[config.mk]
export PLATFORM = sky130hd
export DESIGN_NAME = frame_builder
export DESIGN_NICKNAME = d
export VERILOG_FILES = /design/src/rtl/frame_builder.sv
export SDC_FILE = /design/constraint.sdc
export NUM_CORES = 1
export LEC_CHECK = 0
export BUFFER_PORTS_ARGS = -buffer_cell sky130_fd_sc_hd__buf_2
export CAP_MARGIN = 5
export CORE_MARGIN = 2
export CORE_UTILIZATION = 35
export CTS_BUF_LIST = sky130_fd_sc_hd__clkbuf_4 sky130_fd_sc_hd__clkbuf_8 sky130_fd_sc_hd__clkbuf_16
export DETAILED_ROUTE_END_ITERATION = 10
export HOLD_SLACK_MARGIN = 0.06
export PLACE_DENSITY_LB_ADDON = 0.12
export SLEW_MARGIN = 25
export SYNTH_ARGS = -nofsm -noshare
export SYNTH_HDL_FRONTEND = slang
export SYNTH_SLANG_ARGS = --single-unit
[constraint.sdc]
create_clock -name i_clk -period 2.8 [get_ports i_clk]
set_input_delay 0.56 -clock i_clk [delete_from_list [all_inputs] [get_ports i_clk]]
set_output_delay 0.56 -clock i_clk [all_outputs]
set_load 0.05 [all_outputs]
[src/rtl/frame_builder.sv]
`timescale 1ns/1ps
`default_nettype none
// ============================================================================
// Module      : frame_builder
// Description : Byte-stream framer feeding the modulator. Emits preamble,
//               sync word, 16-bit length, payload and CRC-16/CCITT-FALSE.
// Revision    : 1.0 - initial release
// ============================================================================
module frame_builder #(
    parameter int unsigned PREAMBLE_LEN  = 4,
    parameter logic [7:0]  PREAMBLE_BYTE = 8'h55,
    parameter logic [31:0] SYNC_WORD     = 32'h1ACFFC1D,
    parameter logic [15:0] CRC_INIT      = 16'hFFFF
) (
    input  logic        i_clk,
    input  logic        i_reset,
    input  logic        i_start,
    input  logic [15:0] i_length,
    input  logic [7:0]  i_data,
    input  logic        i_valid,
    output logic        o_ready,
    output logic [7:0]  o_data,
    output logic        o_valid,
    input  logic        i_ready,
    output logic        o_busy,
    output logic        o_done
);

    localparam logic [2:0] c_IDLE     = 3'd0;
    localparam logic [2:0] c_PREAMBLE = 3'd1;
    localparam logic [2:0] c_SYNC     = 3'd2;
    localparam logic [2:0] c_LENGTH   = 3'd3;
    localparam logic [2:0] c_PAYLOAD  = 3'd4;
    localparam logic [2:0] c_CRC      = 3'd5;

    localparam logic [15:0] c_PRE_LAST = 16'(PREAMBLE_LEN - 1);

    logic [2:0]  r_state;
    logic [15:0] r_cnt;
    logic [15:0] r_len;
    logic [15:0] r_crc;
    logic        w_load_en;
    logic [7:0]  w_sync_byte;

    // One CRC-16 (poly 0x1021) step over a whole byte, MSB first.
    function automatic logic [15:0] f_crc_byte(input logic [15:0] crc, input logic [7:0] d);
        logic [15:0] c;
        c = crc ^ {d, 8'h00};
        for (int b = 0; b < 8; b++) begin
            c = c[15] ? ((c << 1) ^ 16'h1021) : (c << 1);
        end
        return c;
    endfunction

    assign w_load_en = !o_valid || i_ready;
    assign o_ready   = (r_state == c_PAYLOAD) && w_load_en;

    always_comb begin
        w_sync_byte = SYNC_WORD[31:24];
        case (r_cnt[1:0])
            2'd0:    w_sync_byte = SYNC_WORD[31:24];
            2'd1:    w_sync_byte = SYNC_WORD[23:16];
            2'd2:    w_sync_byte = SYNC_WORD[15:8];
            default: w_sync_byte = SYNC_WORD[7:0];
        endcase
    end

    always_ff @(posedge i_clk) begin
        if (i_reset) begin
            r_state <= c_IDLE;
            r_cnt   <= 16'd0;
            r_len   <= 16'd0;
            r_crc   <= CRC_INIT;
            o_data  <= 8'd0;
            o_valid <= 1'b0;
            o_busy  <= 1'b0;
            o_done  <= 1'b0;
        end else begin
            o_done <= 1'b0;
            case (r_state)
                c_IDLE: begin
                    if (i_start) begin
                        r_len   <= i_length;
                        r_cnt   <= 16'd0;
                        r_crc   <= CRC_INIT;
                        o_busy  <= 1'b1;
                        r_state <= c_PREAMBLE;
                    end
                end
                c_PREAMBLE: begin
                    if (w_load_en) begin
                        o_data  <= PREAMBLE_BYTE;
                        o_valid <= 1'b1;
                        if (r_cnt == c_PRE_LAST) begin
                            r_cnt   <= 16'd0;
                            r_state <= c_SYNC;
                        end else begin
                            r_cnt <= r_cnt + 16'd1;
                        end
                    end
                end
                c_SYNC: begin
                    if (w_load_en) begin
                        o_data  <= w_sync_byte;
                        o_valid <= 1'b1;
                        if (r_cnt == 16'd3) begin
                            r_cnt   <= 16'd0;
                            r_state <= c_LENGTH;
                        end else begin
                            r_cnt <= r_cnt + 16'd1;
                        end
                    end
                end
                c_LENGTH: begin
                    if (w_load_en) begin
                        o_valid <= 1'b1;
                        if (r_cnt == 16'd0) begin
                            o_data <= r_len[15:8];
                            r_cnt  <= 16'd1;
                        end else begin
                            o_data  <= r_len[7:0];
                            r_cnt   <= 16'd0;
                            r_state <= (r_len == 16'd0) ? c_CRC : c_PAYLOAD;
                        end
                    end
                end
                c_PAYLOAD: begin
                    // A missing input byte lets the current output drain, leaving a gap.
                    if (w_load_en) begin
                        if (i_valid) begin
                            o_data  <= i_data;
                            o_valid <= 1'b1;
                            r_crc   <= f_crc_byte(r_crc, i_data);
                            if (r_cnt == r_len - 16'd1) begin
                                r_cnt   <= 16'd0;
                                r_state <= c_CRC;
                            end else begin
                                r_cnt <= r_cnt + 16'd1;
                            end
                        end else begin
                            o_valid <= 1'b0;
                        end
                    end
                end
                c_CRC: begin
                    if (w_load_en) begin
                        case (r_cnt[1:0])
                            2'd0: begin
                                o_data  <= r_crc[15:8];
                                o_valid <= 1'b1;
                                r_cnt   <= 16'd1;
                            end
                            2'd1: begin
                                o_data  <= r_crc[7:0];
                                o_valid <= 1'b1;
                                r_cnt   <= 16'd2;
                            end
                            default: begin
                                // Both CRC bytes loaded; load_en here means the last one just left.
                                o_valid <= 1'b0;
                                o_busy  <= 1'b0;
                                o_done  <= 1'b1;
                                r_cnt   <= 16'd0;
                                r_state <= c_IDLE;
                            end
                        endcase
                    end
                end
                default: begin
                    r_state <= c_IDLE;
                end
            endcase
        end
    end

endmodule
`default_nettype wire

Word level (Yosys, flattened, before mapping)

Cells that the tools add are included.

$add $sub $neg: 2
Eq/ne operators: 24
Mux-type cells: 58
Bitwise operators: 11
Reductions and logical operators: 23

Operators with widths:

| kind                                                | count |
|---|---|
| two-way mux 16 bit                                  | 11 |
| two-way mux 13 bit                                  | 8 |
| case mux 16 bit (5 select lines)                    | 1 |
| two-way mux 8 bit                                   | 7 |
| case mux 8 bit (5 select lines)                     | 1 |
| two-way mux 3 bit                                   | 12 |
| logical NOT 16 bit                                  | 2 |
| case mux 16 bit (2 select lines)                    | 1 |
| inverter 3 bit                                      | 8 |
| case mux 8 bit (3 select lines)                     | 1 |
| inequality test 2 bit (second input constant)       | 11 |
| case mux 3 bit (6 select lines)                     | 1 |
| adder 16 x 1 -> 16 bit (second input constant)      | 1 |
| == test 16 bit                                      | 1 |
| == test 16 x 2 -> 1 bit (second input constant)     | 1 |
| case mux 8 bit (2 select lines)                     | 1 |
| subtractor 16 x 1 -> 16 bit (second input constant) | 1 |
| XOR 16 bit                                          | 1 |
| AND reduction 12 bit                                | 1 |
| AND reduction 4 bit                                 | 3 |
| two-way mux 1 bit                                   | 11 |
| nonzero test 5 bit                                  | 2 |
| AND reduction 8 bit                                 | 1 |
| AND reduction 7 bit                                 | 1 |
| other kinds (21)                                    | 29 |

Register bits: 62
Input port bits: 29
Output and inout bits: 12
Word-level logic and storage cells: 126

Longest topological paths before layout

Gate-level depths: netlist of run 1.

Word-level depth: 20
Depth in mapped cells: 12
Depth with buffers taken out: 10

Worst setup path before layout of run 1

No wires, ideal clock.

Path kind: register -> register
Start: register r_len[2]
End: register r_cnt[15]
Library setup time: 0.117 ns
Data arrival time: 2.699 ns
Slack: -0.016 ns
Cell stages (with the launch flop): 10
Path buffers: 1
Clock period less this slack: 2.816 ns
Cells stage by stage: dfxtp_1 buf_6 or4_4 or4_4 xnor2_2 nor4b_1 a31o_4 a211oi_4 a21o_2 a22o_2

Longest elaborated chain between the ends: 6

Ends and longest elaborated chain:

| what                             | RTL line | source |
|---|---|---|
| start: declaration               | 40       | `logic [15:0] r_len;` |
| start signal: assignment         | 83       | `r_len <= i_length;` |
| subtractor 16 x 1 -> 16 bit      | 134      | `if (r_cnt == r_len - 16'd1) begin` |
| == test 16 bit                   | 134      |  |
| two-way mux 16 bit               | 134      |  |
| two-way mux 16 bit               | 130      | `if (i_valid) begin` |
| two-way mux 16 bit               | 129      | `if (w_load_en) begin` |
| case mux 16 bit (5 select lines) | 80       | `case (r_state)` |
| end signal: assignment           | 98       | `r_cnt <= r_cnt + 16'd1;` |
| end signal: assignment           | 110      | `r_cnt <= r_cnt + 16'd1;` |
| end signal: assignment           | 138      | `r_cnt <= r_cnt + 16'd1;` |
| end: declaration                 | 39       | `logic [15:0] r_cnt;` |

Every way passes these cells. The select of a mux whose other input is x is not followed.
A chain may end at the register's enable or synchronous reset.

Worst setup path after layout of run 1

Start: register r_len[2]
End: register r_cnt[13]

The elaborated chain is that of the path after synthesis.

==> results of run 1 <==
## registers in the layout, summed over array words and instances (netlist names)
signal   count
o_busy       1
o_data       8
o_done       1
o_valid      1
r_cnt       16
r_crc       16
r_len       16
r_state      3
## cells by family after synthesis
kind of cell	after synthesis	share of synthesized area, %
mux	11	2.83
flops	62	31.5
simple gates	219	26.6
xor+xnor	42	9.53
fa+ha+maj	5	1.59
compound gates	134	22.0
buf+inv	51	6.01
## final timing paths
path,start,end,slack (ns)
worst max-delay path,r_len[2],r_cnt[13],-0.01
worst min-delay path,i_length[3],r_len[3],0.42
worst max register to register,r_len[2],r_cnt[13],-0.01
worst min register to register,o_data[3],o_data[3],0.45
## power by group through the flow
stage                     sequential [mW]  combinational, mW  clock, mW
after global placement               1.09               1.67          0
after floorplan                      1.20               1.06          0
final                                1.09               1.84      0.752
after CTS                            1.08               1.69      0.767
after global routing                 1.10               2.01      0.797
after detailed placement             1.10               1.68          0
## cells in the mapped netlist (all sizes together) (2+ instances only)
master / number
a311oi: 3
mux2i: 10
a31oi: 4
o32ai: 2
or2: 5
or4: 5
a22oi: 4
a41oi: 2
xnor2: 24
o21ai: 30
o211ai: 3
or2b: 2
and2: 2
nand2: 87
nor3: 17
a21oi: 45
xor2: 18
nor4: 10
ha: 5
a211oi: 5
inv: 13
nor2b: 2
o22ai: 13
a22o: 2
nor2: 40
o311ai: 7
and3: 5
nand3: 27
o2bb2ai: 2
buf: 11
nand2b: 4
dfxtp: 62
clkbuf: 26
or3: 8
## metal layers
metal / track usage [%] / vias to the layer above
li1: - / 1998
met1: 27.9 / 1911
met2: 32.5 / 103
met3: 3.76 / 18
met4: 9.86 / 0
met5: 0 / -
## cells in the final DEF (no fill, tap or decap), types with 4 or more instances in the layout
cell | netlist | final
o21ai_0 | 30 | 30
xor2_1 | 18 | 18
inv_1 | 13 | 13
o311ai_2 | 0 | 6
or3_1 | 8 | 8
and3_1 | 5 | 5
or2_2 | 5 | 5
nor2_1 | 40 | 40
nand2_1 | 85 | 85
nand3_1 | 27 | 27
a31oi_1 | 4 | 4
nor3_1 | 17 | 16
buf_4 | 1 | 53
buf_2 | 4 | 40
ha_1 | 5 | 5
xnor2_1 | 23 | 23
nor4_1 | 9 | 8
a21oi_1 | 44 | 42
mux2i_1 | 10 | 10
dfxtp_1 | 62 | 59
clkbuf_8 | 0 | 11
a22oi_1 | 4 | 4
nand2b_1 | 4 | 4
o22ai_1 | 13 | 13
## what timing repair did
action,in CTS,in global routing
hold buffers,0,0
gates resized for setup,0,24
setup buffers,0,4
setup endpoints to repair,2,14
pin swaps,1,10
cloned,0,1
## worst max-delay path, delay by kind of cell (launching register included)
kind                   cells  cell delay [ns]
AND/OR/NAND/NOR            4             1.25
AO/OA/AOI/OAI              3             0.79
flip-flops                 1             0.35
XOR/XNOR                   1             0.20
buffers and inverters      1             0.14
## stage by stage
stage / TNS, ns / util (%) / instance area, um^2
floorplan: 0 / - / 3940
global placement: 0 / 41.4 / 4510
detailed placement: 0 / 41.4 / 4510
CTS: 0 / 43.0 / 4690
global route: -0.847 / 44.6 / 4860
finish: -0.0124 / 44.6 / 4860
## cell type report
type,instances,area (um^2),share of cell area (%)
clock buffers,14,174,3.58
clock inverters,1,5.00,0.103
multi-input cells,412,2600,53.5
flip-flops and latches,62,1250,25.7
well taps,140,175,3.61
inverters,13,48.8,1.00
repair buffers,94,609,12.5
==> flow_summary.toml, run 1 <==
[floorplanning]
dieArea_um2 = 12100
initial_core_util_pct = 36.2
coreArea_um2 = 10900
rows = 38
ios = 41
chipWidth_um = 110
die_y_um = 110

[worst_hold_path]
hold_path_class = "primary input to register"
hold_path_depth = 3

[synthesis]
synth_area_leader_cell = "dfxtp_1"
ys_types = 64
syn_area_per_cell_um2 = 7.51
synth_edf_count = 0
synth-seq-cells = 62
netlist_area_um2 = 3940
ys.flop_type = "dfxtp_1"
ys_seq_area_share_pct = 31.5
synth.top_cell.area_share_pct = 31.5
synth_cells = 524
yosys-top-cells-area = "dfxtp_1 (32%), nand2_1 (8.1%), a21oi_1 (5.6%), xnor2_1 (5.1%), xor2_1 (4.0%)"
synth_fp_nets = 558
synth-async-reset-ratio_pct = 0
yosysWarnings = 0

[power]
p_per_area_nw_per_um2 = 759
p_leak_nw = 1.86
netSwitchingFraction_pct = 42.0
pwr-share-clk_pct = 20.4
p_total_mw = 3.69
p_comb_share_pct = 50.0
pwr-share-seq_pct = 29.6
vdd_drop_max_v = 0.000503
p_int_mw = 2.14
power.switching_mw = 1.55

[global_route]
grt_pass1_vias = 3825
grt_max_degree = 28
antenna_found_initial = 0
grt_overflow = 0
grt_use_total_pct = 20.9
grt_pass1_wl_mm = 19.3

[setup_path]
rr_worst_depth = 9
crit_chain = "or4_4 -> or4_4 -> xnor2_4 -> nor4b_4 -> a31o_4 -> buf_4 -> a21oi_4 -> nand2_4 -> o311ai_2"
end_kind = "register"
cp_slowest_cell = "or4_4"
cpMostUsedCell = "or4_4"
path_class = "register to register"
crit_fanout = 5
worstPathRequired_ns = 3.07
slowest_delay_ns = 0.54
cp.arrival_ns = 3.09
worstSetupStartpointType = "register"

[job]
cap_viol_max_count = 0

[drt]
wl_met3_um = 501
routedWlPerCell_um = 16.5
routed_wl_mm = 12.1
via_per_inst = 5.48
remaining_drc_errors = 0
vias = 4030
drtIter0Drc = 214
routed-wl-met2_mm = 5.69
first_pass_iters = 4
maxUsedRoutingLayer = "met4"
antenna_left = 0
met1_length_mm = 5.62

[placed_design]
io_buffers = 40
dp_slack_ns = 0.00569
dpl.hpwl_mm = 8.83
place.gp.congestion = 0.873
place_inst = 716

[layout]
fin_cells = 736
num_antenna_cells = 0
final_layout_size_suffix_gt1_share_pct = 24.8
fillers = 1138
nets = 626
syn_to_final_growth_pct = 23.4

[timing]
worst_pin_slew_ns = 0.618
rsz0062_at_grt = "yes"
setup_viol_count_final = 1
hold_violations = 0
period_needed_ns = 2.81
final_max_slew_viol_count = 0
fin_ws_ns = -0.0124
timing.final.crit_share_pct = 100
fin_skew_ns = 0.00772
maxSlewHeadroom_pct = 58.7
max_freq_ghz = 0.356
hold_slack_ns = 0.421

[clock_network]
tritoncts = "yes"
cts.path.max_buffers = 2
htree_levels = 3
clock_latency_ns = 0.37
path_clk_slew_ns = 0.07
root_buffer = "clkbuf_8"
cts_buffers = 9
clock-sinks = 62

[status]
violations = "negative setup slack"
outcome = "complete, but fails checks"
No activity file was read; power rests on OpenSTA's default activity.
==> inputs of run 2 (changes only) <==
CORE_UTILIZATION = 40   (was 35)
==> flow_summary.toml, run 2 (same netlist as run 1, synthesis figures left out) <==
[drt]
remaining_drc_errors = 0
routed_wl_mm = 11.7
routedWlPerCell_um = 16.1
drtIter0Drc = 196
vias = 3983
first_pass_iters = 5
via_per_inst = 5.49
antenna_left = 0

[global_route]
grt_max_degree = 28
busiest_layer = "met2"
grt_use_met2_pct = 36.9
antenna_found_initial = 0
met1_usage_pct = 30.3
grt_use_total_pct = 22.8
grt_overflow = 0
grt_pass1_wl_mm = 18.7
grt_pass1_vias = 3695
use_met3_pct = 4.70

[placed_design]
place.gp.congestion = 0.854
place_inst = 704
place_area_um2 = 4470
io_buffers = 40
dpl.hpwl_mm = 8.57

[timing]
final_max_slew_viol_count = 0
fin_skew_ns = 0.00844
timing.final.crit_share_pct = 99.8
hold_violations = 0
hold_slack_ns = 0.437
period_needed_ns = 2.79
rsz0062_at_grt = "yes"
maxSlewHeadroom_pct = 60.3
setup_viol_count_final = 0
worst_pin_slew_ns = 0.594
max_freq_ghz = 0.358

[layout]
fin_cells = 725
top_regs = "r_cnt (16), r_crc (16), r_len (16)"
fillers = 990
post-route-util_pct = 50.3
layout_common_cells = "nand2_1 (85), dfxtp_1 (60), buf_4 (47), a21oi_1 (44)"
num_antenna_cells = 0
fin_area_um2 = 4870
final_common_cell = "nand2_1"
nets = 621
syn_to_final_growth_pct = 23.8
final_layout_size_suffix_gt1_share_pct = 23.8

[clock_network]
root_buffer = "clkbuf_8"
cts_buffers = 9
clock-sinks = 62
path_clk_slew_ns = 0.07
cts-hold-fix-buffers = 0
tritoncts = "yes"
htree_levels = 3
cts.path.max_buffers = 2
clock_latency_ns = 0.35

[power]
p_leak_nw = 1.85
p_total_mw = 3.90
vdd_drop_max_v = 0.000389
p_per_area_nw_per_um2 = 801

[status]
outcome = "finished clean"

[floorplanning]
rows = 36
chipWidth_um = 103
coreArea_um2 = 9680
initial_core_util_pct = 40.7
die_y_um = 103
dieArea_um2 = 10700
ios = 41

[worst_hold_path]
hold_path_class = "primary input to register"

[job]
cap_viol_max_count = 0

[setup_path]
worstSetupStartpointType = "register"
cp.arrival_ns = 3.05
worstPathRequired_ns = 3.06
crit_fanout = 5
end_kind = "register"
path_class = "register to register"
-- run 2: changes by cell type in the layout (fill, tap and decap cells not counted), sizes merged --
cell      delta
bufinv       +3
buf          -5
clkinvlp     +2
clkinv       -1
clkbuf       -3
-- run 2: layout make-up --
type / instances / area (um^2) / share of cell area [%]
Clock inverter: 5 / 105 / 2.16
Multi-Input combinational cell: 412 / 2580 / 52.9
Sequential cell: 62 / 1250 / 25.6
Tap cell: 133 / 166 / 3.41
Timing Repair Buffer: 89 / 576 / 11.8
Inverter: 13 / 48.8 / 1.00
Clock buffer: 11 / 151 / 3.11
-- run 2: metal layers --
layer	wire length, um	share of wire (%)
met1	5430	47
met2	5550	48
met5	0	0
met3	516	4.4
met4	157	1.3
-- run 2: worst paths after layout --
path                      from  slack [ns]        end  cells after the start
setup / recovery      r_len[2]       0.006  r_cnt[11]                      9
setup reg to reg      r_len[2]       0.006  r_cnt[11]                      9
hold reg to reg      o_data[5]        0.45  o_data[5]                      2
hold / removal    i_length[11]        0.44  r_len[11]                      3
-- run 2: through the flow --
| stage | setup TNS (ns) | setup WS (ns) |
|---|---|---|
| 2_1_floorplan | 0 | 0.0981 |
| 6_report | 0 | 0.00572 |
| 3_5_place_dp | -0.0145 | -0.00830 |
| 3_3_place_gp | 0 | 0.0106 |
| 4_1_cts | 0 | 0.00248 |
| 5_1_grt | -0.476 | -0.0708 |
-- run 2: repair_timing --
action	in CTS	in global routing
cloned	0	1
setup buffers	0	5
gates resized for setup	3	17
pin swaps	2	4
hold endpoints to repair	0	0
setup endpoints to repair	2	12
-- run 2: power breakdown --
| group | total (mW) | internal, mW | switching (mW) |
|---|---|---|---|
| sequential | 1.08 | 0.983 | 0.0928 |
| combinational | 1.80 | 0.725 | 1.08 |
| clock | 1.02 | 0.640 | 0.382 |
| total | 3.90 | 2.35 | 1.55 |
-- run 2: critical path, cell delays in order (launching register included) --
cell      delay (ns)
dfxtp_4         0.36
or4_4           0.53
or4_4           0.54
xnor2_4         0.17
nor4b_4         0.07
a31o_4          0.25
buf_6           0.12
a21oi_4         0.22
nand2_2         0.15
o311ai_2        0.29
==> inputs of run 3 (changes only) <==
CORE_MARGIN = not set   (was 2)
GPL_ROUTABILITY_DRIVEN = 0   (was not set)
PLACE_DENSITY = 0.62   (was not set)
PLACE_DENSITY_LB_ADDON = not set   (was 0.12)
==> flow_summary.toml, run 3 (same netlist as run 1, synthesis figures left out) <==
[status]
outcome = "complete, but fails checks"
violations = "negative setup slack"

[timing]
final_max_slew_viol_count = 0
fin_skew_ns = 0.0123
worst_pin_slew_ns = 0.670
fin_ws_ns = -0.00176
period_needed_ns = 2.80
max_freq_ghz = 0.357
timing.final.crit_share_pct = 100
setup-tns-final_ns = -0.00176
setup_viol_count_final = 1
hold_violations = 0
rsz0062_at_grt = "yes"
maxSlewHeadroom_pct = 55.3
hold_slack_ns = 0.444

[worst_hold_path]
hold_path_class = "primary input to register"
hp-start = "i_length[14]"

[setup_path]
cp.arrival_ns = 3.04
worstSetupStartpointType = "register"
cp-startpoint = "r_len[2]"
timing.rr.end = "r_cnt[15]"
path_class = "register to register"
worstPathRequired_ns = 3.04
rr_worst_depth = 11
regToRegSetupSlack_ns = -0.002
crit_fanout = 5
endpoint = "r_cnt[15]"
end_kind = "register"
r2r-start = "r_len[2]"

[placed_design]
dp_slack_ns = -0.0951
io_buffers = 40
place_area_um2 = 4370
dpl.hpwl_mm = 8.12

[power]
netSwitchingFraction_pct = 41.5
p_int_mw = 2.14
p_leak_nw = 1.79
p_comb_share_pct = 48.5
pwr-share-clk_pct = 22.0
power.switching_mw = 1.52
p_per_area_nw_per_um2 = 773
pwr-share-seq_pct = 29.6
vdd_drop_max_v = 0.000552

[floorplanning]
dieArea_um2 = 10200
initial_core_util_pct = 42.0
die_y_um = 101
rows = 35
chipWidth_um = 101
coreArea_um2 = 9370
ios = 41

[global_route]
grt_pass1_vias = 3662
grt_overflow = 0
grt_pass1_wl_mm = 18.3
grt_use_total_pct = 22.9
antenna_found_initial = 0
grt_max_degree = 31

[layout]
fin_area_um2 = 4740
top_regs = "r_cnt (16), r_crc (16), r_len (16)"
post-route-util_pct = 50.6
syn_to_final_growth_pct = 20.3
layout_common_cells = "nand2_1 (85), dfxtp_1 (56), a21oi_1 (44), buf_2 (40), nor2_1 (39)"
final_common_cell = "nand2_1"
num_antenna_cells = 0
final_layout_size_suffix_gt1_share_pct = 22.8
fillers = 931
nets = 612

[job]
cap_viol_max_count = 0

[clock_network]
clock_latency_ns = 0.35
cts.path.max_buffers = 2
clock-sinks = 62
path_clk_slew_ns = 0.07
root_buffer = "clkbuf_8"
htree_levels = 3
tritoncts = "yes"
cts-hold-fix-buffers = 0
cts_buffers = 9

[drt]
drtIter0Drc = 372
routedWlPerCell_um = 15.7
via_per_inst = 5.57
first_pass_iters = 5
antenna_left = 0
routed_wl_mm = 11.2
vias = 3964
remaining_drc_errors = 0
run 3: cell types whose count changed in the layout (fill, tap and decap cells not counted), moves of 3 or more:
cell	previous run	this run
buf_4	47	38
dfxtp_1	60	56
dfxtp_2	1	5
o311ai_1	1	5
o311ai_2	5	2
run 3: repair_timing:
action,in CTS,in global routing
gates resized for setup,0,17
gates cloned,0,1
pin swaps,3,6
buffers inserted,2,4
endpoints found under the setup margin,12,14
run 3: layout make-up:
class                      count  area, um^2  share of cell area [%]
multi-input combinational    411        2530                    53.3
sequential                    62        1250                    26.4
timing repair buffer          81         551                    11.6
tap                          129         161                    3.41
clock buffer                  11         139                    2.93
clock inverter                 5        60.1                    1.27
inverter                      13        48.8                    1.03
run 3: worst max-delay path: stages (launching register included):
cell	delay (ns)
dfxtp_2	0.33
nor4_1	0.27
buf_4	0.17
a21oi_1	0.08
or4_1	0.51
a222oi_1	0.36
buf_4	0.19
a31o_4	0.16
a211oi_4	0.08
buf_12	0.17
a21o_2	0.17
a22o_2	0.19
run 3: routing by layer:
layer	part of all wire [%]	GRT usage, %	up-vias
met4	1.6	7.69	0
met5	0	0	-
met3	5.5	4.42	14
met2	43	33.5	130
met1	50	33.4	1853
li1	-	-	1967
run 3: power groups by stage:
stage	logic, mW	registers (mW)	clock network, mW
floorplan	1.06	1.20	0
global placement	1.56	1.09	0
detailed placement	1.58	1.09	0
CTS	1.62	1.07	0.815
global route	1.93	1.10	0.852
finish	1.77	1.08	0.805
run 3: how the worst min path moves through the flow:
| stage | endpoint | slack, ns | depth (start not counted) |
|---|---|---|---|
| after floorplan | r_cnt[14] | 0.47 | 2 |
| after global placement | o_data[5] | 0.44 | 2 |
| after detailed placement | o_data[5] | 0.45 | 2 |
| after CTS | r_len[4] | 0.43 | 3 |
| after global routing | r_len[4] | 0.44 | 3 |
| final | r_len[14] | 0.44 | 3 |
run 3: metrics by stage:
stage | instances | power (mW)
after floorplan | 524 | 2.26
after global placement | 689 | 2.65
after detailed placement | 689 | 2.67
after CTS | 707 | 3.50
after global routing | 712 | 3.88
final | 712 | 3.66
